### config.mk
export PLATFORM = sky130hd
export DESIGN_NAME = fir_filter
export DESIGN_NICKNAME = d
export VERILOG_FILES = /design/src/rtl/fir_filter.sv
export SDC_FILE = /design/constraint.sdc
export NUM_CORES = 1
export LEC_CHECK = 0
export CAP_MARGIN = 20
export CELL_PAD_IN_SITES_DETAIL_PLACEMENT = 0
export CELL_PAD_IN_SITES_GLOBAL_PLACEMENT = 1
export CORE_MARGIN = 1.5
export CORE_UTILIZATION = 35
export CTS_CLUSTER_SIZE = 12
export DETAILED_ROUTE_END_ITERATION = 10
export GPL_TIMING_DRIVEN = 0
export PLACE_DENSITY = 0.71
export RECOVER_POWER = 25
export SKIP_LAST_GASP = 1
export SYNTH_ARGS = -nofsm -noshare
export SYNTH_HDL_FRONTEND = slang
export SYNTH_SLANG_ARGS = --single-unit
export TNS_END_PERCENT = 10
### constraint.sdc
create_clock -name clk -period 8.2 [get_ports clk]
set_clock_uncertainty 0.1 [all_clocks]
set_input_delay 1.64 -clock clk [delete_from_list [all_inputs] [get_ports clk]]
set_output_delay 1.64 -clock clk [all_outputs]
set_load 0.005 [all_outputs]
### src/rtl/fir_filter.sv
// Direct-form unsigned FIR filter with fixed coefficients and a saturating registered output.
// One sample in and one filtered sample out on every rising clock edge.
module fir_filter #(
    parameter int unsigned DATA_W = 8,
    parameter int unsigned TAPS   = 4,
    parameter int unsigned COEF_W = 8,
    parameter logic [TAPS*COEF_W-1:0] COEFFS = {8'd4, 8'd3, 8'd2, 8'd1}
) (
    input  logic              clk,
    input  logic              rst,
    input  logic [DATA_W-1:0] x,
    output logic [DATA_W-1:0] y
);

    localparam int unsigned CLOG_TAPS = $clog2(TAPS);
    localparam int unsigned ACC_W     = DATA_W + COEF_W + CLOG_TAPS;
    localparam logic [ACC_W-1:0] SAT_MAX = {{(ACC_W-DATA_W){1'b0}}, {DATA_W{1'b1}}};

    // tap_c[0] is the live input, tap_c[k] is the sample taken k edges earlier
    logic [DATA_W-1:0] tap_c [TAPS];
    logic [ACC_W-1:0]  acc_c;
    logic [DATA_W-1:0] y_c;

    generate
        if (TAPS > 1) begin : g_dly
            logic [DATA_W-1:0] d [TAPS-1];

            // Delay line; cleared on reset so history reads as zeros after release
            always_ff @(posedge clk) begin
                if (!rst) begin
                    for (int unsigned i = 0; i < TAPS-1; i++) begin
                        d[i] <= '0;
                    end
                end else begin
                    d[0] <= x;
                    for (int unsigned i = 1; i < TAPS-1; i++) begin
                        d[i] <= d[i-1];
                    end
                end
            end

            always_comb begin
                tap_c[0] = x;
                for (int unsigned k = 1; k < TAPS; k++) begin
                    tap_c[k] = d[k-1];
                end
            end
        end else begin : g_nodly
            always_comb begin
                tap_c[0] = x;
            end
        end
    endgenerate

    // Accumulator is wide enough that the sum of all products cannot overflow
    always_comb begin
        acc_c = '0;
        for (int unsigned k = 0; k < TAPS; k++) begin
            acc_c = acc_c + ACC_W'(tap_c[k]) * ACC_W'(COEFFS[k*COEF_W +: COEF_W]);
        end
    end

    always_comb begin
        y_c = acc_c[DATA_W-1:0];
        if (acc_c > SAT_MAX) begin
            y_c = '1;
        end
    end

    always_ff @(posedge clk) begin
        if (!rst) begin
            y <= '0;
        end else begin
            y <= y_c;
        end
    end

endmodule

### Word level (Yosys, flattened, before mapping)

Memory sizes are Yosys's and may differ from the RTL's.
Index checks and enable logic that the tools add are counted.

* memories kept: 1
* bits of input ports: 10
* bits in writable memories: 24
* logic and storage cells: 16
* output and inout port bits: 8
* register bits: 8

Memories
* g_dly.d: depth 3, bits a word 8, rd ports 3, clocked after Yosys merged registers in 0, write ports 3, line 26 `logic [DATA_W-1:0] d [TAPS-1];`

* order comparisons: 1
* multiply operators: 1
* mux-type cells: 6
* $add $sub $neg: 3
* bitwise operators: 3

Operators with widths (count)
* $mux 8: 4
* $add 11x10->12: 1
* $gt 12x8->1 const B: 1
* $add 10x10->11: 1
* $add 8x9->10: 1
* $mul 8x2->10 const B: 1
* $or 1x1->1: 3
* $mux 1: 2

### Logic depth before layout (Yosys ltp)

An unclocked memory read counts as a cell.

* depth in word-level cells: 6
* gate-level depth with buffers: 14

### Worst setup path before layout

OpenSTA, ideal clock, no wires.

* kind: input to register
* start point: input port x[3]
* end point: register y[7]
* slack: 3.398 ns
* required time: 7.980 ns
* setup time: 0.120 ns
* cell stages on the path: 11
* data arrival time: 4.583 ns
* cells stage by stage: inv_1 -> fa_1 -> inv_1 -> fa_1 -> fa_1 -> ha_1 -> fa_1 -> a21o_1 -> a211oi_1 -> nor2_1 -> o31a_1

* cells in the longest elaborated chain, start to end: 5

Ends and longest elaborated chain
* start: declaration: line 11 `input logic [DATA_W-1:0] x,`
* $add 8x9->10 (*): line 59 `acc_c = acc_c + ACC_W'(tap_c[k]) * ACC_W'(COEFFS[k*COEF_W +: COEF_W]);`
* $add 10x10->11 (*): line 59
* $add 11x10->12 (*): line 59
* $gt 12x8->1: line 65 `if (acc_c > SAT_MAX) begin`
* $mux 8 (*): line 65
* end signal: assignment: line 74 `y <= y_c;`
* end: declaration: line 12 `output logic [DATA_W-1:0] y`

Mark *: on every way between the ends. The rest lies on a longest branch, timed or not.
A chain may end at the register's enable or synchronous reset.

### Final worst setup path

Same ends and word-level chain as after synthesis.

==> impl_results.md <==
* Xor and xnor area share after synthesis at 1.43%
* Cell depth of the worst flop-to-flop path at 11
* Final nets at 253
* WP depth at 12
* Worst vdd ir at 83.0 uV
* Root Buffer: clkbuf_8
* H-tree levels at 2
* Synth Area in Compound Gates at 5.02%
* GRT overflow at 0
* Clk_lat worst skew at 0.28 ns
* Hold Crit Class: reg2reg
* Routability cong. at 0.801
* Antenna violations before repair at 0
* Syn-to-layout area delta at 20.8%
* Count of cell types in the netlist at 22
* Largest net degree at the start of global routing at 11
* Simple-gate portion of the synthesized area at 13.5%
* Cell area after synthesis at 0.00184 mm^2
* CP arrival at 5.22 ns
* Detail Route Antenna Nets at 0
* Drt wl/cell at 9.58 um
* CP Data Required Time at 8.27 ns
* Setup bufs post-CTS at 0
* Post-Synth Adder-Cell Area at 33.8%
* Max Buffers Root-to-Sink at 2
* Worst Max-Slew Pin Slew at 0.439 ns
* Largest stage delay on the critical path at 0.53 ns
* Sequential Power Share at 37.2%
* Hold Path Cell Cnt at 1
* Leak Pwr at 1.12 nW
* Die Ht at 75.6 um
* CTS-repair resized insts at 0
* Commonest non-fill, non-tap cell in the layout: inv_1
* Sum Neg Setup Slack at 0 ns
* Vias at 1113
* Comb pwr share at 28.7%
* Yosys warning count at 0
* Buffers added on ports at 17
* Crit path launch type: primary input
* Layout cells sized above 1 at 5.29%
* Max-slew headroom at 70.7%
* Mapped Nets at 229
* Largest family of logic cells by synthesized area: adder cells
* Clock network fraction of design power at 34.1%
* Internal at 0.000353 W
* Residual DRC at 0
* Synth Register Bits at 32
* Status: completed
* Die Wd at 75.6 um
* Post-synthesis sequential area ratio at 34.8%
* First-pass GRT wire length at 5030 um
* Final worst slack at 3.05 ns
* Vias in the first global route at 1125
* Ports at 18
* Via density at 4.00
* Worst Path Buf+Inv at 3
* Die Footprint at 0.00571 mm^2
* Fin. Hold Viols at 0
* Crit Path Max Fanout at 3
* Power per Cell Area at 217 mW/mm^2
* Final Critical Period at 5.15 ns
* Final WL at 2660 um
* Syn_area_per_cell at 10.1 um^2
* Sw frac at 26.8%
* Mux share of post-synthesis cell area at 0%
* CTS buffer count at 5
* Critical-path cell list: clkdlybuf4s50_1 -> inv_1 -> fa_1 -> inv_1 -> fa_1 -> fa_1 -> ha_1 -> fa_1 -> a21o_1 -> a211oi_1 -> nor2_1 -> o31a_1
* Clk slew on worst S/H paths at 0.07 ns
* CTS sink cnt at 32
* Slowest CP cell: fa_1
* CP Class: in2reg
* CTS tree: built
* Rows at 26
* Max Fclk at 194 MHz
* Fin crit share at 62.9%
* Most frequent cells in the layout: inv_1 (52), dfxtp_1 (32), fa_1 (23), and2_1 (21), clkdlybuf4s50_1 (16)
* Net switching power figure at 0.000129 W
* Initial Utilization at 36.1%
* Cells after Synth at 183
* # diodes at 0
* Post-Place Worst Slack at 2.73 ns
* Max_cap viols at 0
* Number of DRC markers in iteration 0 at 18
* Final setup viols at 0
* Gr usage total at 12.3%
* # hold bufs at CTS at 0
* RSZ-0062 raised after global routing: false
* CP delay by family, top: adder cells
* Final Slew Violations at 0
* Cell mode on critical path: fa_1
* CORE AREA at 0.00511 mm^2
* Post-DP HPWL at 2200 um
* DRT Pass-1 Iters at 2
* Setup crit end kind: flop
[per-stage QoR]
step	cell area (um^2)	power [W]	util, %	hold slack, ns	std cells
finish	2230	0.000482	43.6	0.352	278
CTS	2230	0.000492	43.6	0.355	278
detailed placement	2100	0.000325	41.1	0.337	270
floorplan	1840	0.000274	-	0.330	183
global route	2230	0.000528	43.6	0.380	278
global placement	2100	0.000323	41.1	0.334	270
[sequential cells by signal (all words and copies together) (netlist names)]
signal   cells
y            8
g_dly.d     24
[worst reg2reg max path, stage by stage, from the launching register on]
cell and delay [ns]:
dfxtp_1 0.32, inv_1 0.07, fa_1 0.50, inv_1 0.05
fa_1 0.53, fa_1 0.43, ha_1 0.25, fa_1 0.41
a21o_1 0.19, a211oi_1 0.28, nor2_1 0.09, o31a_1 0.30
[cells by family after synthesis]
logic type	after synthesis
simple gates	43
compound gates	13
buf+inv	56
fa+ha+maj	36
xor+xnor	3
flops	32
[layout make-up]
class	instances	area (um^2)
Buffer	4	16.3
Tap cell	70	87.6
Clock buffer	7	96.3
Sequential cell	32	641
Clock inverter	1	30.0
Fill cell	518	2880
Inverter	52	195
Timing Repair Buffer	17	170
Multi-Input combinational cell	95	991
[path summary, 6_finish.rpt]
path	startpoint	endpoint	slack (ns)
max	x[3]	y[7]	3.05
max reg2reg	g_dly.d[0][10]	y[7]	4.56
min reg2reg	g_dly.d[0][11]	g_dly.d[0][19]	0.35
min	g_dly.d[0][11]	g_dly.d[0][19]	0.35
[per-layer routing]
metal  up-vias  part of all wire (%)  track usage, %
li1        579                     -               -
met1       511                    49            16.1
met2        18                    46            18.2
met3         5                   2.7            3.17
met4         0                   2.4            7.14
met5         -                     0               0
[power by group through the flow]
stage / Combinational [W] / Clock [W] / Sequential, W
floorplan: 0.0000895 / 0 / 0.000185
global placement: 0.000141 / 0 / 0.000183
detailed placement: 0.000142 / 0 / 0.000183
CTS: 0.000143 / 0.000170 / 0.000180
global route: 0.000166 / 0.000180 / 0.000182
finish: 0.000138 / 0.000165 / 0.000179
[Yosys cell counts]
master / instances / share of area, %
a211oi_1: 1 / 0.41
a21o_1: 3 / 1.2
a21oi_1: 2 / 0.54
a221oi_2: 1 / 0.81
and2_1: 24 / 8.1
and3_1: 1 / 0.34
buf_2: 1 / 0.27
clkbuf_1: 3 / 0.61
dfxtp_1: 32 / 35
fa_1: 23 / 25
ha_1: 13 / 8.8
inv_1: 52 / 11
nand2_1: 10 / 2.0
nand3_1: 3 / 0.81
nand4b_1: 1 / 0.48
nor2_1: 2 / 0.41
nor4b_2: 1 / 0.81
o21ai_0: 4 / 1.1
o31a_1: 2 / 0.95
or3b_1: 1 / 0.48
xnor2_1: 1 / 0.48
xor2_1: 2 / 0.95
Note: power is estimated with default switching activity, not from simulation.
